--- config.mk ---
export PLATFORM = sky130hd
export DESIGN_NAME = alu_rs_station
export DESIGN_NICKNAME = d
export VERILOG_FILES = /design/src/rtl/alu_rs_station.sv
export SDC_FILE = /design/constraint.sdc
export NUM_CORES = 2
export LEC_CHECK = 0
export CAP_MARGIN = 20
export CORE_AREA = 2 2 556 558
export CTS_CLUSTER_DIAMETER = 30
export DETAILED_ROUTE_END_ITERATION = 8
export DIE_AREA = 0 0 558 560
export MAX_ROUTING_LAYER = met4
export PLACE_DENSITY = 0.55
export SLEW_MARGIN = 5
export SYNTH_ARGS = -nofsm -noshare
export SYNTH_HDL_FRONTEND = slang
export SYNTH_SLANG_ARGS = --single-unit
--- constraint.sdc ---
create_clock -name clk_in -period 8.4 [get_ports clk_in]
set_input_delay 1.68 -clock clk_in [delete_from_list [all_inputs] [get_ports clk_in]]
set_output_delay 1.68 -clock clk_in [all_outputs]
set_load 0.01 [all_outputs]
--- src/rtl/alu_rs_station.sv ---
// ALU reservation station: buffers dispatched ALU ops, snoops the ALU/LSB result buses, issues one ready op per cycle.
// Optional macro RS_FWD_EN lets a same-cycle broadcast make an operand ready and feed the dispatched value directly.
module alu_rs_station #(
    parameter int RS_SIZE   = 16,
    parameter int TAG_WIDTH = 5
) (
    input  logic                 clk_in,
    input  logic                 rst_in,
    input  logic                 rdy_in,
    input  logic                 clear,
    input  logic                 issue_valid,
    input  logic [6:0]           issue_op,
    input  logic [31:0]          issue_pc,
    input  logic [31:0]          issue_imm,
    input  logic [31:0]          issue_vj,
    input  logic [31:0]          issue_vk,
    input  logic [TAG_WIDTH-1:0] issue_qj,
    input  logic [TAG_WIDTH-1:0] issue_qk,
    input  logic                 issue_rj,
    input  logic                 issue_rk,
    input  logic [TAG_WIDTH-1:0] issue_dest,
    output logic                 rs_full,
    input  logic                 alu_valid_in,
    input  logic [TAG_WIDTH-1:0] alu_name_in,
    input  logic [31:0]          alu_result_in,
    input  logic                 lsb_valid_in,
    input  logic [TAG_WIDTH-1:0] lsb_name_in,
    input  logic [31:0]          lsb_result_in,
    output logic                 exec_valid,
    output logic [6:0]           exec_op,
    output logic [31:0]          exec_pc,
    output logic [31:0]          exec_rs1,
    output logic [31:0]          exec_rs2,
    output logic [31:0]          exec_imm,
    output logic [TAG_WIDTH-1:0] exec_name
);
    localparam int IDX_W = (RS_SIZE > 1) ? $clog2(RS_SIZE) : 1;

    logic [RS_SIZE-1:0]   busy, rj, rk;
    logic [6:0]           e_op   [RS_SIZE];
    logic [31:0]          e_pc   [RS_SIZE];
    logic [31:0]          e_imm  [RS_SIZE];
    logic [31:0]          e_vj   [RS_SIZE];
    logic [31:0]          e_vk   [RS_SIZE];
    logic [TAG_WIDTH-1:0] e_qj   [RS_SIZE];
    logic [TAG_WIDTH-1:0] e_qk   [RS_SIZE];
    logic [TAG_WIDTH-1:0] e_dest [RS_SIZE];

    logic [RS_SIZE-1:0]   hit_j, hit_k, ready;
    logic [31:0]          bus_j [RS_SIZE];
    logic [31:0]          bus_k [RS_SIZE];
    logic [IDX_W-1:0]     free_idx, sel_idx;
    logic                 any_ready, active, do_issue;
    logic [31:0]          iss_vj, iss_vk, disp_vj, disp_vk;
    logic                 iss_rj, iss_rk;

    assign rs_full  = &busy;
    assign active   = rdy_in & ~clear;
    assign do_issue = active & issue_valid & ~rs_full;

    // Per-entry bus snoop; the ALU bus has priority when both tags match.
    always_comb begin
        for (int i = 0; i < RS_SIZE; i++) begin
            hit_j[i] = 1'b0;
            bus_j[i] = lsb_result_in;
            hit_k[i] = 1'b0;
            bus_k[i] = lsb_result_in;
            if (alu_valid_in && e_qj[i] == alu_name_in) begin
                hit_j[i] = 1'b1;
                bus_j[i] = alu_result_in;
            end else if (lsb_valid_in && e_qj[i] == lsb_name_in) begin
                hit_j[i] = 1'b1;
            end
            if (alu_valid_in && e_qk[i] == alu_name_in) begin
                hit_k[i] = 1'b1;
                bus_k[i] = alu_result_in;
            end else if (lsb_valid_in && e_qk[i] == lsb_name_in) begin
                hit_k[i] = 1'b1;
            end
`ifdef RS_FWD_EN
            ready[i] = busy[i] & (rj[i] | hit_j[i]) & (rk[i] | hit_k[i]);
`else
            ready[i] = busy[i] & rj[i] & rk[i];
`endif
        end
    end

    always_comb begin
        sel_idx  = '0;
        free_idx = '0;
        for (int i = RS_SIZE - 1; i >= 0; i--) begin
            if (ready[i]) sel_idx = IDX_W'(i);
            if (!busy[i]) free_idx = IDX_W'(i);
        end
        any_ready = |ready;
    end

    always_comb begin
        iss_vj = issue_vj;
        iss_rj = issue_rj;
        iss_vk = issue_vk;
        iss_rk = issue_rk;
        if (!issue_rj) begin
            if (alu_valid_in && issue_qj == alu_name_in) begin
                iss_vj = alu_result_in;
                iss_rj = 1'b1;
            end else if (lsb_valid_in && issue_qj == lsb_name_in) begin
                iss_vj = lsb_result_in;
                iss_rj = 1'b1;
            end
        end
        if (!issue_rk) begin
            if (alu_valid_in && issue_qk == alu_name_in) begin
                iss_vk = alu_result_in;
                iss_rk = 1'b1;
            end else if (lsb_valid_in && issue_qk == lsb_name_in) begin
                iss_vk = lsb_result_in;
                iss_rk = 1'b1;
            end
        end
    end

    always_comb begin
        disp_vj = e_vj[sel_idx];
        disp_vk = e_vk[sel_idx];
`ifdef RS_FWD_EN
        if (!rj[sel_idx]) disp_vj = bus_j[sel_idx];
        if (!rk[sel_idx]) disp_vk = bus_k[sel_idx];
`endif
    end

    // Control state and the exec register stage.
    always_ff @(posedge clk_in or posedge rst_in) begin
        if (rst_in) begin
            busy       <= '0;
            rj         <= '0;
            rk         <= '0;
            exec_valid <= 1'b0;
            exec_op    <= '0;
            exec_pc    <= '0;
            exec_rs1   <= '0;
            exec_rs2   <= '0;
            exec_imm   <= '0;
            exec_name  <= '0;
        end else if (!rdy_in) begin
            exec_valid <= 1'b0;
        end else if (clear) begin
            busy       <= '0;
            exec_valid <= 1'b0;
        end else begin
            for (int i = 0; i < RS_SIZE; i++) begin
                if (busy[i] && !rj[i] && hit_j[i]) rj[i] <= 1'b1;
                if (busy[i] && !rk[i] && hit_k[i]) rk[i] <= 1'b1;
            end
            if (any_ready) busy[sel_idx] <= 1'b0;
            if (do_issue) begin
                busy[free_idx] <= 1'b1;
                rj[free_idx]   <= iss_rj;
                rk[free_idx]   <= iss_rk;
            end
            exec_valid <= any_ready;
            if (any_ready) begin
                exec_op   <= e_op[sel_idx];
                exec_pc   <= e_pc[sel_idx];
                exec_rs1  <= disp_vj;
                exec_rs2  <= disp_vk;
                exec_imm  <= e_imm[sel_idx];
                exec_name <= e_dest[sel_idx];
            end
        end
    end

    // Entry payload: no reset needed, busy qualifies every field.
    always_ff @(posedge clk_in) begin
        if (active) begin
            for (int i = 0; i < RS_SIZE; i++) begin
                if (busy[i] && !rj[i] && hit_j[i]) e_vj[i] <= bus_j[i];
                if (busy[i] && !rk[i] && hit_k[i]) e_vk[i] <= bus_k[i];
            end
            if (do_issue) begin
                e_op[free_idx]   <= issue_op;
                e_pc[free_idx]   <= issue_pc;
                e_imm[free_idx]  <= issue_imm;
                e_vj[free_idx]   <= iss_vj;
                e_vk[free_idx]   <= iss_vk;
                e_qj[free_idx]   <= issue_qj;
                e_qk[free_idx]   <= issue_qk;
                e_dest[free_idx] <= issue_dest;
            end
        end
    end
endmodule

==> key figures <==
Timing
  • Relative slew margins: between 10% and 20%
  • Pins Over Slew Limit: 0
  • RSZ-0062 raised after global routing: false
  • FMAX: about 190 MHz
  • Count of final hold-check violations: 0
  • Setup WS post-layout: between 3 and 4 ns
  • Final Critical Period: 5.23 ns
  • Hold WS: ~0.5 ns
  • Slew of the pin with the lowest slew margin: approximately 1.3 ns
  • Clock Skew: 0.0609 ns
  • Ratio of final minimum period to clock period: 62.3%
  • Final setup TNS: 0 ns
  • Setup violations, final: 0

Worst setup path
  • CP bufs+invs: 4
  • CP delay by family, top: buffers and inverters
  • Element type at the critical path end: flip-flop
  • R2R setup slack: between 3 and 4 ns
  • Most common cell on crit path: buf_4
  • R2r worst-path depth: 11
  • CP Max Fanout: 52
  • Critical path arrival: just under 6 ns
  • Slowest cell delay on critical path: approximately 0.80 ns
  • R2r endpoint: exec_rs2[5]
  • Critical path, cell by cell: clkdlybuf4s50_1 -> and2b_1 -> buf_4 -> nand2_1 -> nor3_2 -> and2_1 -> and4_4 -> buf_4 -> buf_4 -> o21ai_0
  • Worst R2R Start: busy[8]
  • Critical Path Source: rdy_in
  • Slowest CP cell: clkdlybuf4s50_1
  • Critical path launch point type: input pin
  • Setup CP Type: input pin to flip-flop
  • Crit path to: e_vj[6][16]
  • Crit path depth: 10
  • Req. time, crit path: 9.11 ns

Yosys
  • #FFs+latches synth: 2589
  • Top_reg_cell synth: edfxtp_1
  • Sequential area share after synthesis: between 60% and 70%
  • Post-synthesis net count: ~9900
  • Synth async-reset ratio: 7.30%
  • Yosys warns: 0
  • Post-Syn Area per Cell: about 13 sq um
  • Post-Syn Area: 122000 sq um
  • Gate Count Post-Synth: slightly below 10000
  • Number of synthesized flops with an enable pin: 2400
  • Unique masters post-synth: 73

Final layout
  • Final net count: just over 10000
  • Commonest non-fill, non-tap cells in the layout: edfxtp_1 (2400), mux2i_1 (1168), nand2_1 (1033)
  • Syn-to-layout area delta: 23.3%
  • Final Util: 49.0%
  • Most common cell after layout, fill and taps aside: edfxtp_1
  • Layout cells sized above 1: about an eighth
  • Fillers: between 20000 and 30000

Global route
  • Largest net degree at the start of global routing: ~130
  • Vias in the first global route: 89713
  • Overflow after GRT: 0
  • GRT Util Overall: between 30% and 40%
  • First-pass GRT wire length: between 700000 and 800000 um
  • Initial antenna violation count: 37

Place
  • PortBufs: around 370
  • Setup WS pre-CTS: approximately 2.3 ns
  • Dpl hpwl: ~280000 um
  • Final GP Congestion: 0.909

Power
  • Static leakage: between 40 and 50 nW
  • Pwr dens: about 280 nW/um^2
  • Total power: approximately 41 mW
  • Max VDD drop: roughly 0.00023 V

Floorplanning
  • Die ar.: between 300000 and 400000 sq um
  • Core outline area: 307000 sq um
  • Die height: roughly 560 um
  • Die Width: about 560 um
  • Cell Rows: a little over 200
  • I/O pin count: 375
  • Starting Density: around two fifths

Drt
  • Drt initial violations: approximately 14000
  • # DRC: 0
  • Vias/cell: 6.42
  • Via count: 93128
  • Routed wire per std cell: around 36 um
  • DRT antenna net count: 0
  • Final WL: ~520000 um
  • DR pass1 iterations: 9

Clock tree
  • Root Driver: clkbuf_16
  • Clk sinks: around 2600
  • CTS Buffer Depth: 4
  • CTS buffer count: a little under 600
  • H-tree depth: 6
  • Post-cts resize count: 0
  • Clk_lat worst skew: between 1 and 1.5 ns
  • CTS tree: yes
  • Clock slew seen by the registers of the worst setup and hold paths: ~0.040 ns
  • CTS Hold Bufs: 0
  • Setup bufs post-CTS: 0

Job
  • Max-cap viol count: 0

Status
  • Status: completed

Hold path
  • Hold Crit Class: flip-flop to flip-flop
tightest hold or removal path, cell delays in order (launching register included):
cell	delay [ns]
edfxtp_1	0.31
nand2_1	0.04
a31oi_1	0.11
kinds of logic after synthesis:
| group | share of synthesized area [%] |
|---|---|
| compound gates | 14.5 |
| xor+xnor | 2.44 |
| buf+inv | 3.63 |
| flops | 63.0 |
| mux | 9.60 |
| simple gates | 6.86 |
metrics by stage:
step                      std cells  cell area [sq um]
final                         14515             150000
after global placement        13426             130000
after global routing          14510             150000
after floorplan                9673             122000
after detailed placement      13429             130000
after CTS                     14493             150000
synthesized netlist by cell type (all sizes together) (34+ instances only):
| master | count | share of area (%) |
|---|---|---|
| a2111oi | 43 | 0.34 |
| a211oi | 177 | 1.1 |
| a21oi | 358 | 1.5 |
| a221o | 135 | 1.1 |
| a221oi | 83 | 0.60 |
| a222oi | 34 | 0.28 |
| a22o | 199 | 1.4 |
| a22oi | 324 | 2.0 |
| a31oi | 133 | 0.68 |
| and3 | 81 | 0.42 |
| buf | 331 | 1.3 |
| clkbuf | 739 | 2.3 |
| dfrtp | 189 | 3.9 |
| edfxtp | 2400 | 59 |
| mux2i | 1168 | 9.6 |
| nand2 | 1040 | 3.2 |
| nand3 | 86 | 0.35 |
| nor2 | 315 | 0.98 |
| nor2b | 131 | 0.67 |
| nor4 | 110 | 0.59 |
| o21ai | 783 | 3.2 |
| o22a | 128 | 0.92 |
| o22ai | 85 | 0.44 |
| o2bb2ai | 39 | 0.28 |
| xnor2 | 68 | 0.49 |
| xor2 | 272 | 2.0 |
power by group:
group	internal [mW]	switching [mW]
Sequential	14.6	0.524
Clock	15.4	7.71
Combinational	1.33	1.94
Total	31.3	10.2
registers in the layout (all words and copies together), names as in the netlist, 32 cells and up:
| name | flops |
|---|---|
| exec_rs2 | 32 |
| e_dest | 80 |
| exec_pc | 32 |
| e_imm | 512 |
| e_vk | 512 |
| e_qj | 80 |
| exec_rs1 | 32 |
| e_pc | 512 |
| e_op | 112 |
| e_vj | 512 |
| exec_imm | 32 |
| e_qk | 80 |
worst min-delay path by stage:
stage	startpoint	end	slack, ns	depth (start not counted)
final	e_imm[0][4]	exec_imm[4]	0.51	2
after global routing	e_imm[0][10]	exec_imm[10]	0.54	2
after CTS	e_imm[0][4]	exec_imm[4]	0.51	2
after detailed placement	e_imm[0][4]	exec_imm[4]	0.51	2
after global placement	e_vk[0][11]	exec_rs2[11]	0.50	2
after floorplan	e_imm[0][10]	exec_imm[10]	0.49	2
metal layers:
| layer | up-vias | part of all wire, % | GRT usage (%) | wire length [um] |
|---|---|---|---|---|
| met5 | - | 0 | - | 0 |
| met4 | 0 | 5.9 | 17.0 | 30600 |
| met3 | 1503 | 12 | 8.32 | 63200 |
| met2 | 6879 | 44 | 48.5 | 228000 |
| met1 | 47061 | 38 | 43.3 | 200000 |
| li1 | 37685 | - | - | - |
final cells by class:
type                            count  area (sq um)  share of cell area, %
Sequential cell                  2589         76800                   51.1
Multi-Input combinational cell   5990         41400                   27.5
Clock buffer                      728         15500                   10.3
Timing Repair Buffer              708          6680                   4.44
Tap cell                         4120          5150                   3.43
Clock inverter                    336          4550                   3.03
Inverter                           24           190                  0.127
Antenna cell                       20          50.0                 0.0333
No activity file was read; power rests on OpenSTA's default activity.
